===== config.mk =====
export PLATFORM = sky130hd
export DESIGN_NAME = sincronizador_filtro
export DESIGN_NICKNAME = d
export VERILOG_FILES = /design/src/rtl/sincronizador_filtro.sv
export SDC_FILE = /design/constraint.sdc
export NUM_CORES = 1
export LEC_CHECK = 0
export CAP_MARGIN = 5
export CORE_ASPECT_RATIO = 1.25
export CORE_MARGIN = 1.5
export CORE_UTILIZATION = 45
export DETAILED_ROUTE_END_ITERATION = 16
export PLACE_DENSITY = 0.68
export SYNTH_ARGS = -nofsm -noshare
export SYNTH_HDL_FRONTEND = slang
export SYNTH_SLANG_ARGS = --single-unit

===== constraint.sdc =====
create_clock -name clkRx -period 3.2 [get_ports clkRx]
set_clock_uncertainty 0.15 [all_clocks]
set_input_delay 0.64 -clock clkRx [delete_from_list [all_inputs] [get_ports clkRx]]
set_output_delay 0.64 -clock clkRx [all_outputs]
set_load 0.02 [all_outputs]

===== src/rtl/sincronizador_filtro.sv =====
// rtl/sincronizador_filtro.sv - multi-bit synchroniser with per-bit glitch filter and edge pulses
// Optional edge pulse outputs: SINCRONIZADOR_EDGE_EN

module sincronizador_filtro #(
  parameter int   WIDTH  = 4,
  parameter int   STAGES = 2,
  parameter int   FILTER = 3,
  parameter logic INIT   = 1'b0
) (
  input  logic             clkRx,
  input  logic             rst,
  input  logic [WIDTH-1:0] dataAsync,
  output logic [WIDTH-1:0] dataSync,
  output logic [WIDTH-1:0] rise,
  output logic [WIDTH-1:0] fall
);

  localparam logic [WIDTH-1:0] INIT_VEC = {WIDTH{INIT}};
  localparam logic [3:0]       CNT_LAST = 4'(FILTER - 1);

  // Synchroniser chain: stage 0 samples the pad, last stage is the raw synchronised bit.
  logic [STAGES-1:0][WIDTH-1:0] chain_q, chain_d;
  logic [WIDTH-1:0]             sr;

  // Filter state: one 4-bit run-length counter per channel plus the filtered output.
  logic [WIDTH-1:0][3:0] cnt_q, cnt_d;
  logic [WIDTH-1:0]      data_sync_q, data_sync_d;

  assign sr       = chain_q[STAGES-1];
  assign dataSync = data_sync_q;

  // Plain shift through the chain, no logic between stages.
  always_comb begin
    chain_d = {chain_q[STAGES-2:0], dataAsync};
  end

  // Chain registers, every stage cleared to the INIT value on reset.
  always_ff @(posedge clkRx or posedge rst) begin
    if (rst) begin
      chain_q <= {STAGES{INIT_VEC}};
    end else begin
      chain_q <= chain_d;
    end
  end

  // Per-bit filter: count consecutive samples that differ from the output; a sample
  // matching the output discards the run, and reaching FILTER samples commits it.
  always_comb begin
    cnt_d       = cnt_q;
    data_sync_d = data_sync_q;
    for (int i = 0; i < WIDTH; i++) begin
      if (sr[i] == data_sync_q[i]) begin
        cnt_d[i] = 4'd0;
      end else if (cnt_q[i] == CNT_LAST) begin
        data_sync_d[i] = sr[i];
        cnt_d[i]       = 4'd0;
      end else begin
        cnt_d[i] = cnt_q[i] + 4'd1;
      end
    end
  end

  // Filter registers; reset abandons any count in progress.
  always_ff @(posedge clkRx or posedge rst) begin
    if (rst) begin
      cnt_q       <= '0;
      data_sync_q <= INIT_VEC;
    end else begin
      cnt_q       <= cnt_d;
      data_sync_q <= data_sync_d;
    end
  end

`ifdef SINCRONIZADOR_EDGE_EN
  logic [WIDTH-1:0] update;
  logic [WIDTH-1:0] rise_q, rise_d;
  logic [WIDTH-1:0] fall_q, fall_d;

  // Edge pulses are registered on the same edge as the output update, so they
  // line up with the new dataSync value and last one cycle by construction.
  always_comb begin
    update = '0;
    for (int i = 0; i < WIDTH; i++) begin
      update[i] = (sr[i] != data_sync_q[i]) && (cnt_q[i] == CNT_LAST);
    end
    rise_d = update & sr;
    fall_d = update & ~sr;
  end

  // Edge pulse registers.
  always_ff @(posedge clkRx or posedge rst) begin
    if (rst) begin
      rise_q <= '0;
      fall_q <= '0;
    end else begin
      rise_q <= rise_d;
      fall_q <= fall_d;
    end
  end

  assign rise = rise_q;
  assign fall = fall_q;
`else
  assign rise = '0;
  assign fall = '0;
`endif

endmodule


==> impl_metrics.json, run 1 <==
{
  "hpwlAfterDp_um": 1050,
  "cts-htree-levels": 1,
  "holdPathStages": 0,
  "critical_path_class": "flop to output pin",
  "cp.buffers_inverters": 1,
  "postCtsResizedCells": 0,
  "first_pass_iters": 1,
  "worst_skew_pair.late_latency_ns": 0.31,
  "final_net_count": 123,
  "largest_cells_by_area_after_synthesis": "sky130_fd_sc_hd__dfrtp_1 (59%), sky130_fd_sc_hd__ha_1 (6.4%), sky130_fd_sc_hd__nor2_1 (5.4%), sky130_fd_sc_hd__xnor2_1 (5.2%), sky130_fd_sc_hd__buf_4 (5.1%)",
  "synth.largest_area_cell": "sky130_fd_sc_hd__dfrtp_1",
  "vias": 654,
  "total_leakage_power_nw": 0.612,
  "cts.repair_timing.setup_buffer_count": 0,
  "overflow": 0,
  "cts.reportedPaths.clkPinSlew_ns": 0.13,
  "synth.yosys.seq_area_share": 0.594,
  "unrepaired_setup_endpoints_after_global_routing": "no",
  "initial_core_utilization": 0.481,
  "power.share.switching": 0.337,
  "hold_path_end": "sr[3]",
  "powerDensity_nw_per_um2": 744,
  "route.final.wire_length_um": 1440,
  "die_width_um": 48.8,
  "grt_max_degree": 29,
  "setup_tns_ns": 0,
  "worstPathArrival_ns": 1.32,
  "yosys_register_bits": 28,
  "insertedDiodeCount": 0,
  "synth_top_area_frac": 0.594,
  "synthArstFlopShare": 1.00,
  "design.portCount": 18,
  "worstPathCellList": "clkdlybuf4s50_1",
  "fp-row-count": 20,
  "run_status": "completed",
  "critical_path.reg2reg.endpoint": "dataSync[1]",
  "r2r.worst_path.cells": 2,
  "place.port_buffers": 9,
  "final_layout_size_suffix_gt1_frac": 0.101,
  "critical_path.startpoint_type": "flop",
  "chipHeight_um": 60.2,
  "power_after_layout_mw": 0.972,
  "min_from": "chain_d[7]",
  "timing.reg2reg.setup_slack_ns": 1.84,
  "globalRouteTotalUtil": 0.121,
  "cts_root_buffer": "sky130_fd_sc_hd__clkbuf_4",
  "viasPerCell": 4.61,
  "worst_path_max_delay_cell": "sky130_fd_sc_hd__clkdlybuf4s50_1",
  "core_um2": 2450,
  "irDropWorstVdd_v": 0.000405,
  "critical_path.reg2reg.startpoint": "cnt_q[4]",
  "setup_violations": 0,
  "cp_slowest_stage_delay_ns": 0.61,
  "power.clock.fraction": 0.138,
  "finalCoreUtilization": 0.533,
  "grt_antenna_before_repair": 0,
  "post_synth_most_frequent_cells": "sky130_fd_sc_hd__dfrtp_1 (28), sky130_fd_sc_hd__nor2_1 (17), sky130_fd_sc_hd__buf_4 (8)",
  "max_cap_violations": 0,
  "grt_first_pass_wirelength_um": 2660,
  "detail_route.drc_violations": 0,
  "clkSinkCount": 28,
  "p_int_mw": 0.644,
  "number_of_failing_hold_endpoints_at_the_final_stage": 0,
  "route.detailed.wl_per_inst_um": 10.1,
  "cts-root-to-sink-buffers": 2,
  "most_repeated_cell_in_the_gate_level_netlist_after_synthesis": "sky130_fd_sc_hd__dfrtp_1",
  "critical-path-top-delay-family": "buffers and inverters",
  "timing.final.crit_period_ns": 2.11,
  "drv_slew": 0,
  "worst_hold_path_type": "flop to flop",
  "initialDrtViolationCount": 0,
  "combinationalPowerShare": 0.331,
  "syn_area_um2": 1180,
  "yosys.cell_types.count": 18,
  "tritoncts": "done",
  "yosys_most_used_dff": "sky130_fd_sc_hd__dfrtp_1",
  "area_growth_pct": 10.8,
  "timing.critical_path.required_ns": 2.41,
  "antenna_violating_nets_post_route": 0,
  "cts_made_buffers": 3,
  "seq_power_share": 0.531,
  "layout_worst_path_cycle_share": 0.661,
  "timing.critical_path.to_type": "output pin",
  "critical_path_peak_fanout": 3,
  "whs_ns": 0.213,
  "grt_pass1_vias": 651,
  "power.net_switching_mw": 0.327,
  "synth-warning-count": 0,
  "post_synth.cell_area_avg_um2": 12.2,
  "synth_edf_count": 0,
  "clock.fmax_mhz": 473,
  "cts-hold-fix-buffers": 0,
  "gp_congestion": 0.616,
  "crit_start": "dataSync[3]",
  "die-area_um2": 2940,
  "post_synth_inst_count": 97
}
[placed cells by master (no fill, tap or decap)]
cell	netlist	routed
sky130_fd_sc_hd__dfrtp_1	28	28
sky130_fd_sc_hd__nor2_1	17	17
sky130_fd_sc_hd__clkdlybuf4s50_1	0	9
sky130_fd_sc_hd__conb_1	1	8
sky130_fd_sc_hd__xnor2_1	7	7
sky130_fd_sc_hd__ha_1	6	6
sky130_fd_sc_hd__xor2_1	5	5
sky130_fd_sc_hd__mux2_2	4	4
sky130_fd_sc_hd__nand2_1	4	4
sky130_fd_sc_hd__inv_1	4	4
sky130_fd_sc_hd__nand3_1	4	4
sky130_fd_sc_hd__a21o_1	3	3
sky130_fd_sc_hd__clkbuf_4	0	3
sky130_fd_sc_hd__nor4b_2	1	1
sky130_fd_sc_hd__nor2_2	1	1
sky130_fd_sc_hd__or3b_1	1	1
sky130_fd_sc_hd__nand2b_1	1	1
sky130_fd_sc_hd__a21oi_2	1	1
sky130_fd_sc_hd__a211oi_1	1	1
sky130_fd_sc_hd__buf_4	8	1
[metal layers]
layer  GRT usage  vias up  wire (um)
met5           0        -          0
met3      0.0325        4         58
met4      0.0735        0         29
li1            -      317          -
met1       0.138      318        614
met2       0.204       15        734
[power groups by stage]
| stage | Sequential [mW] | Clock [mW] | Combinational (mW) |
|---|---|---|---|
| 6_report | 0.516 | 0.134 | 0.321 |
| 5_1_grt | 0.534 | 0.155 | 0.363 |
| 4_1_cts | 0.517 | 0.140 | 0.327 |
| 3_5_place_dp | 0.524 | 0 | 0.327 |
| 3_3_place_gp | 0.518 | 0 | 0.322 |
| 2_1_floorplan | 0.542 | 0 | 0.211 |
[area by class of cell]
cell class                      instances  area [um^2]
Timing Repair Buffer                   10         97.6
Multi-Input combinational cell         64          429
Inverter                                4         15.0
Clock buffer                            3         22.5
Fill cell                             241         1150
Tap cell                               33         41.3
Sequential cell                        28          701
[logic make-up after synthesis]
| group | after synthesis | synth area share |
|---|---|---|
| other | 1 | 0.00318 |
| DFF | 28 | 0.594 |
| xor gates and xnor gates | 12 | 0.0892 |
| muxes | 4 | 0.0382 |
| buffers and inverters | 12 | 0.0637 |
| and+or+nand+nor | 29 | 0.115 |
| AOI/OAI and AO/OA | 5 | 0.0329 |
| adders and majority gates | 6 | 0.0637 |
[state kept, by name, indices dropped and copies added (netlist names)]
signal    flops
chain_d       4
sr            4
cnt_q        16
dataSync      4
[worst max path at each step]
stage	end	slack, ns	cells after the start
after floorplan	chain_d[4]	1.83	1
after global placement	dataSync[1]	1.45	1
after detailed placement	dataSync[3]	1.44	1
after CTS	dataSync[1]	1.07	1
after global routing	dataSync[3]	1.01	1
final	dataSync[3]	1.09	1
[per-stage QoR]
| step | setup slack (ns) | instance area (um^2) | instances |
|---|---|---|---|
| 3_3_place_gp | 1.45 | 1280 | 139 |
| 4_1_cts | 1.07 | 1310 | 142 |
| 6_report | 1.09 | 1310 | 142 |
| 5_1_grt | 1.01 | 1310 | 142 |
| 2_1_floorplan | 1.83 | 1200 | 104 |
| 3_5_place_dp | 1.44 | 1280 | 139 |
(Power assumes the default switching activity.)
==> run 2, diff against run 1 <==
--- a/config.mk
+++ b/config.mk
@@ -10,7 +10,7 @@
 export CORE_MARGIN = 1.5
 export CORE_UTILIZATION = 45
 export DETAILED_ROUTE_END_ITERATION = 16
-export PLACE_DENSITY = 0.68
+export PLACE_DENSITY = 0.71
 export SYNTH_ARGS = -nofsm -noshare
 export SYNTH_HDL_FRONTEND = slang
 export SYNTH_SLANG_ARGS = --single-unit
==> constraint.sdc (replaced) <==
create_clock -name clkRx -period 1.9 [get_ports clkRx]
set_clock_uncertainty 0.15 [all_clocks]
set_input_delay 0.38 -clock clkRx [delete_from_list [all_inputs] [get_ports clkRx]]
set_output_delay 0.38 -clock clkRx [all_outputs]
set_load 0.02 [all_outputs]
==> impl_metrics.json, run 2 (synthesis gave the netlist of run 1 again) <==
{
  "worst_hold_path_type": "flop to flop",
  "crit_start": "dataSync[2]",
  "initial_core_utilization": 0.481,
  "layout.cells.most_common_list": "sky130_fd_sc_hd__dfrtp_1 (28), sky130_fd_sc_hd__nor2_1 (17), sky130_fd_sc_hd__conb_1 (8)",
  "viasPerCell": 4.52,
  "critical_path_class": "flop to output pin",
  "power_after_layout_mw": 1.77,
  "timing.critical_path.to_type": "output pin",
  "initialDrtViolationCount": 13,
  "largest_register_by_flop_count": "cnt_q",
  "timing.critical_path.required_ns": 1.37,
  "overflow": 0,
  "timing.final.crit_period_ns": 1.61,
  "worstPathArrival_ns": 1.08,
  "route.detailed.wl_per_inst_um": 10.4,
  "run_status": "completed",
  "clkSinkCount": 28,
  "design.portCount": 18,
  "tritoncts": "done",
  "cp.buffers_inverters": 1,
  "critical_path.startpoint_type": "flop",
  "total_leakage_power_nw": 0.658,
  "globalRouteTotalUtil": 0.125,
  "grt_pass1_vias": 726,
  "chipHeight_um": 60.2,
  "cts-root-to-sink-buffers": 2,
  "cts_root_buffer": "sky130_fd_sc_hd__clkbuf_4",
  "antenna_violating_nets_post_route": 0,
  "critical_path_peak_fanout": 3,
  "grt_first_pass_wirelength_um": 2770,
  "worst_skew_pair.late_latency_ns": 0.32,
  "vias": 646,
  "detail_route.drc_violations": 0,
  "fp-row-count": 20,
  "number_of_failing_hold_endpoints_at_the_final_stage": 0,
  "grt_antenna_before_repair": 0,
  "min_from": "chain_d[5]",
  "drv_slew": 0,
  "insertedDiodeCount": 0,
  "max_cap_violations": 0,
  "worst_path_max_delay_cell": "sky130_fd_sc_hd__dfrtp_1",
  "die-area_um2": 2940,
  "worstPathCellList": "dlygate4sd2_1",
  "whs_ns": 0.201,
  "place.port_buffers": 9,
  "layout_commonest_cell": "sky130_fd_sc_hd__dfrtp_1",
  "core_um2": 2450,
  "setup_tns_ns": 0,
  "cp_slowest_stage_delay_ns": 0.43,
  "route.final.wire_length_um": 1480,
  "unrepaired_setup_endpoints_after_global_routing": "no",
  "cts_made_buffers": 3,
  "cts-htree-levels": 1,
  "final_layout_size_suffix_gt1_frac": 0.109,
  "powerDensity_nw_per_um2": 1320,
  "filler_cell_count": 239,
  "area_growth_pct": 13.9,
  "gp_congestion": 0.680,
  "irDropWorstVdd_v": 0.000641,
  "die_width_um": 48.8,
  "first_pass_iters": 4,
  "layout_worst_path_cycle_share": 0.845,
  "final_net_count": 123,
  "critical_path.reg2reg.startpoint": "cnt_q[4]",
  "grt_max_degree": 29,
  "clock.fmax_mhz": 623,
  "max_reg_flops": 16,
  "hpwlAfterDp_um": 1120,
  "critical-path-top-delay-family": "flip-flops",
  "setup_violations": 0,
  "cts.reportedPaths.clkPinSlew_ns": 0.15
}
==> run 2: cell types whose count changed in the layout (fill, tap and decap cells not counted), sizes merged <==
| cell | change |
|---|---|
| bufinv | +1 |
| clkdlybuf4s50 | -4 |
| dlygate4sd2 | +1 |
| dlymetal6s2s | +3 |
==> run 2: layer usage <==
layer | wire length [um] | vias up | track usage
met5 | 0 | - | 0
met4 | 17 | 0 | 0.0735
met3 | 53 | 2 | 0.0225
met2 | 762 | 14 | 0.237
met1 | 651 | 312 | 0.130
li1 | - | 318 | -
==> run 2: area by class of cell <==
class / instances / area (um^2) / area share
clock buffers: 3 / 22.5 / 0.0168
clock inverters: 1 / 30.0 / 0.0224
inverters: 4 / 15.0 / 0.0112
multi-input cells: 64 / 429 / 0.320
flip-flops and latches: 28 / 701 / 0.522
well taps: 33 / 41.3 / 0.0308
repair buffers: 10 / 104 / 0.0774
==> run 2: final timing paths <==
kind,to,slack (ns),cells after the start
worst min-delay path,sr[1],0.20,0
max in group asynchronous,cnt_q[15],1.07,3
worst max-delay path,dataSync[2],0.29,1
worst max register to register,dataSync[1],0.53,2
min in group asynchronous,sr[2],0.26,3
worst min register to register,sr[1],0.20,0
==> run 2: power breakdown <==
part           total, mW  switching (mW)  internal, mW
Clock              0.373           0.160         0.213
Sequential         0.868           0.133         0.736
Combinational      0.528           0.267         0.261
==> run 2: repair_timing <==
action	4_1_cts	5_1_grt
endpoints found under the setup margin	1	3
gates resized for setup	1	3
buffers inserted	0	0
gates cloned	0	0
endpoints found under the hold margin	0	0
hold buffers	0	0
==> run 2: through the flow <==
stage	instance area, um^2	cells	worst slack (ns)	util
after detailed placement	1280	139	0.390	0.523
after global placement	1280	139	0.407	0.523
after floorplan	1200	104	0.602	-
after CTS	1340	143	0.00848	0.544
after global routing	1340	143	0.235	0.547
final	1340	143	0.294	0.547
==> run 3, diff against run 2 <==
--- a/config.mk
+++ b/config.mk
@@ -10,7 +10,7 @@
 export CORE_MARGIN = 1.5
 export CORE_UTILIZATION = 45
 export DETAILED_ROUTE_END_ITERATION = 16
-export PLACE_DENSITY = 0.71
+export PLACE_DENSITY = 0.68
 export SYNTH_ARGS = -nofsm -noshare
 export SYNTH_HDL_FRONTEND = slang
 export SYNTH_SLANG_ARGS = --single-unit
==> constraint.sdc (replaced) <==
create_clock -name clkRx -period 1.53 [get_ports clkRx]
set_clock_uncertainty 0.15 [all_clocks]
set_input_delay 0.306 -clock clkRx [delete_from_list [all_inputs] [get_ports clkRx]]
set_output_delay 0.306 -clock clkRx [all_outputs]
set_load 0.02 [all_outputs]
==> impl_metrics.json, run 3 (synthesis gave the netlist of run 1 again) <==
{
  "run_status": "completed",
  "critical_path_class": "flop to output pin",
  "multi_input_area_um2": 429,
  "finalNonFillerCells": 144,
  "initialDrtViolationCount": 7,
  "place.detailed.instances": 139,
  "drv_slew": 0,
  "unrepaired_setup_endpoints_after_global_routing": "no",
  "viasPerCell": 4.54,
  "overflow": 0,
  "globalRouteTotalUtil": 0.118,
  "antenna_violating_nets_post_route": 0,
  "worst_hold_path_type": "primary input to async pin",
  "worstPathArrival_ns": 1.02,
  "final_layout_size_suffix_gt1_frac": 0.135,
  "route.detailed.wl_per_inst_um": 9.72,
  "first_pass_iters": 3,
  "cts.reportedPaths.clkPinSlew_ns": 0.13,
  "vias": 654,
  "grt_first_pass_wirelength_um": 2620,
  "setup_tns_ns": 0,
  "critical_path.reg2reg.startpoint": "cnt_q[4]",
  "hpwlAfterDp_um": 1060,
  "critical_path_depth": 1,
  "layout.cells.most_common_list": "sky130_fd_sc_hd__dfrtp_1 (28), sky130_fd_sc_hd__nor2_1 (17), sky130_fd_sc_hd__conb_1 (8)",
  "worst_path_max_delay_cell": "sky130_fd_sc_hd__dfrtp_1",
  "worstPathCellList": "dlygate4sd2_1",
  "die_width_um": 48.8,
  "cts-root-to-sink-buffers": 2,
  "critical_path_peak_fanout": 2,
  "number_of_failing_hold_endpoints_at_the_final_stage": 0,
  "cts_made_buffers": 3,
  "fp-row-count": 20,
  "critical_path.startpoint_type": "flop",
  "insertedDiodeCount": 0,
  "tritoncts": "done",
  "area_growth_pct": 12.7,
  "layout_worst_path_cycle_share": 0.963,
  "chipHeight_um": 60.2,
  "timing.critical_path.required_ns": 1.07,
  "total_leakage_power_nw": 0.632,
  "design.portCount": 18,
  "initial_core_utilization": 0.481,
  "grt_antenna_before_repair": 0,
  "power_after_layout_mw": 2.07,
  "max_reg_flops": 16,
  "timing.final.crit_period_ns": 1.47,
  "critical_path.reg2reg.endpoint": "dataSync[1]",
  "cts-htree-levels": 1,
  "powerDensity_nw_per_um2": 1550,
  "clkSinkCount": 28,
  "irDropWorstVdd_v": 0.000922,
  "gp_congestion": 0.607,
  "grt_max_degree": 29,
  "cts_root_buffer": "sky130_fd_sc_hd__clkbuf_4",
  "clock.fmax_mhz": 679,
  "final_net_count": 124,
  "finalCoreUtilization": 0.542,
  "largest_register_by_flop_count": "cnt_q",
  "detail_route.drc_violations": 0,
  "route.final.wire_length_um": 1400,
  "max_cap_violations": 0,
  "layout_commonest_cell": "sky130_fd_sc_hd__dfrtp_1",
  "grt_pass1_vias": 647,
  "filler_cell_count": 237,
  "place.port_buffers": 9,
  "setup_violations": 0,
  "core_um2": 2450,
  "worst_skew_pair.late_latency_ns": 0.31,
  "timing.reg2reg.setup_slack_ns": 0.16,
  "cp_slowest_stage_delay_ns": 0.40,
  "final-seq-area_um2": 701,
  "die-area_um2": 2940,
  "critical-path-top-delay-family": "flip-flops",
  "timing.critical_path.to_type": "output pin",
  "cp.buffers_inverters": 1,
  "r2r.worst_path.cells": 2
}
-- run 3: changes by cell type in the layout (fill, tap and decap cells not counted), sizes merged --
cell / delta
bufinv: -1
clkdlybuf4s15: +1
buf: +1
clkbuf: +3
dlymetal6s2s: -3
-- run 3: cell type report --
class / count / share of cell area
tap: 33 / 0.0311
sequential: 28 / 0.527
timing repair buffer: 11 / 0.0800
multi-input combinational: 64 / 0.323
inverter: 4 / 0.0113
clock buffer: 4 / 0.0273
-- run 3: worst max path at each step --
stage / startpoint / to / slack (ns)
after floorplan: cnt_q[4] / dataSync[1] / 0.23
after global placement: dataSync[1] / dataSync[1] / 0.11
after detailed placement: dataSync[0] / dataSync[0] / 0.10
after CTS: dataSync[2] / dataSync[2] / 0.004
after global routing: dataSync[2] / dataSync[2] / 0.002
final: dataSync[3] / dataSync[3] / 0.06
-- run 3: where the power goes --
part | leakage, nW | internal (mW) | switching, mW
sequential | 0.356 | 0.913 | 0.157
combinational | 0.255 | 0.318 | 0.339
clock | 0.0210 | 0.145 | 0.192
total | 0.632 | 1.38 | 0.688
-- run 3: per-layer routing --
metal | track usage | wire, um | part of all wire | vias to the layer above
li1 | - | - | - | 319
met1 | 0.128 | 626 | 0.45 | 320
met2 | 0.219 | 719 | 0.51 | 13
met3 | 0.0300 | 43 | 0.031 | 2
met4 | 0.0490 | 9 | 0.0064 | 0
met5 | 0 | 0 | 0 | -
-- run 3: repair_timing --
item                                    CTS  global route
resized for setup                         6             3
endpoints found under the setup margin    4             4
hold buffers                              0             0
buffers inserted                          0             1
-- run 3: per-stage QoR --
step | area [um^2] | setup WS [ns] | hold slack, ns
finish | 1330 | 0.0565 | 0.152
global route | 1330 | 0.00246 | 0.141
CTS | 1330 | 0.00379 | 0.146
detailed placement | 1300 | 0.105 | 0.193
global placement | 1300 | 0.110 | 0.185
floorplan | 1200 | 0.232 | 0.181
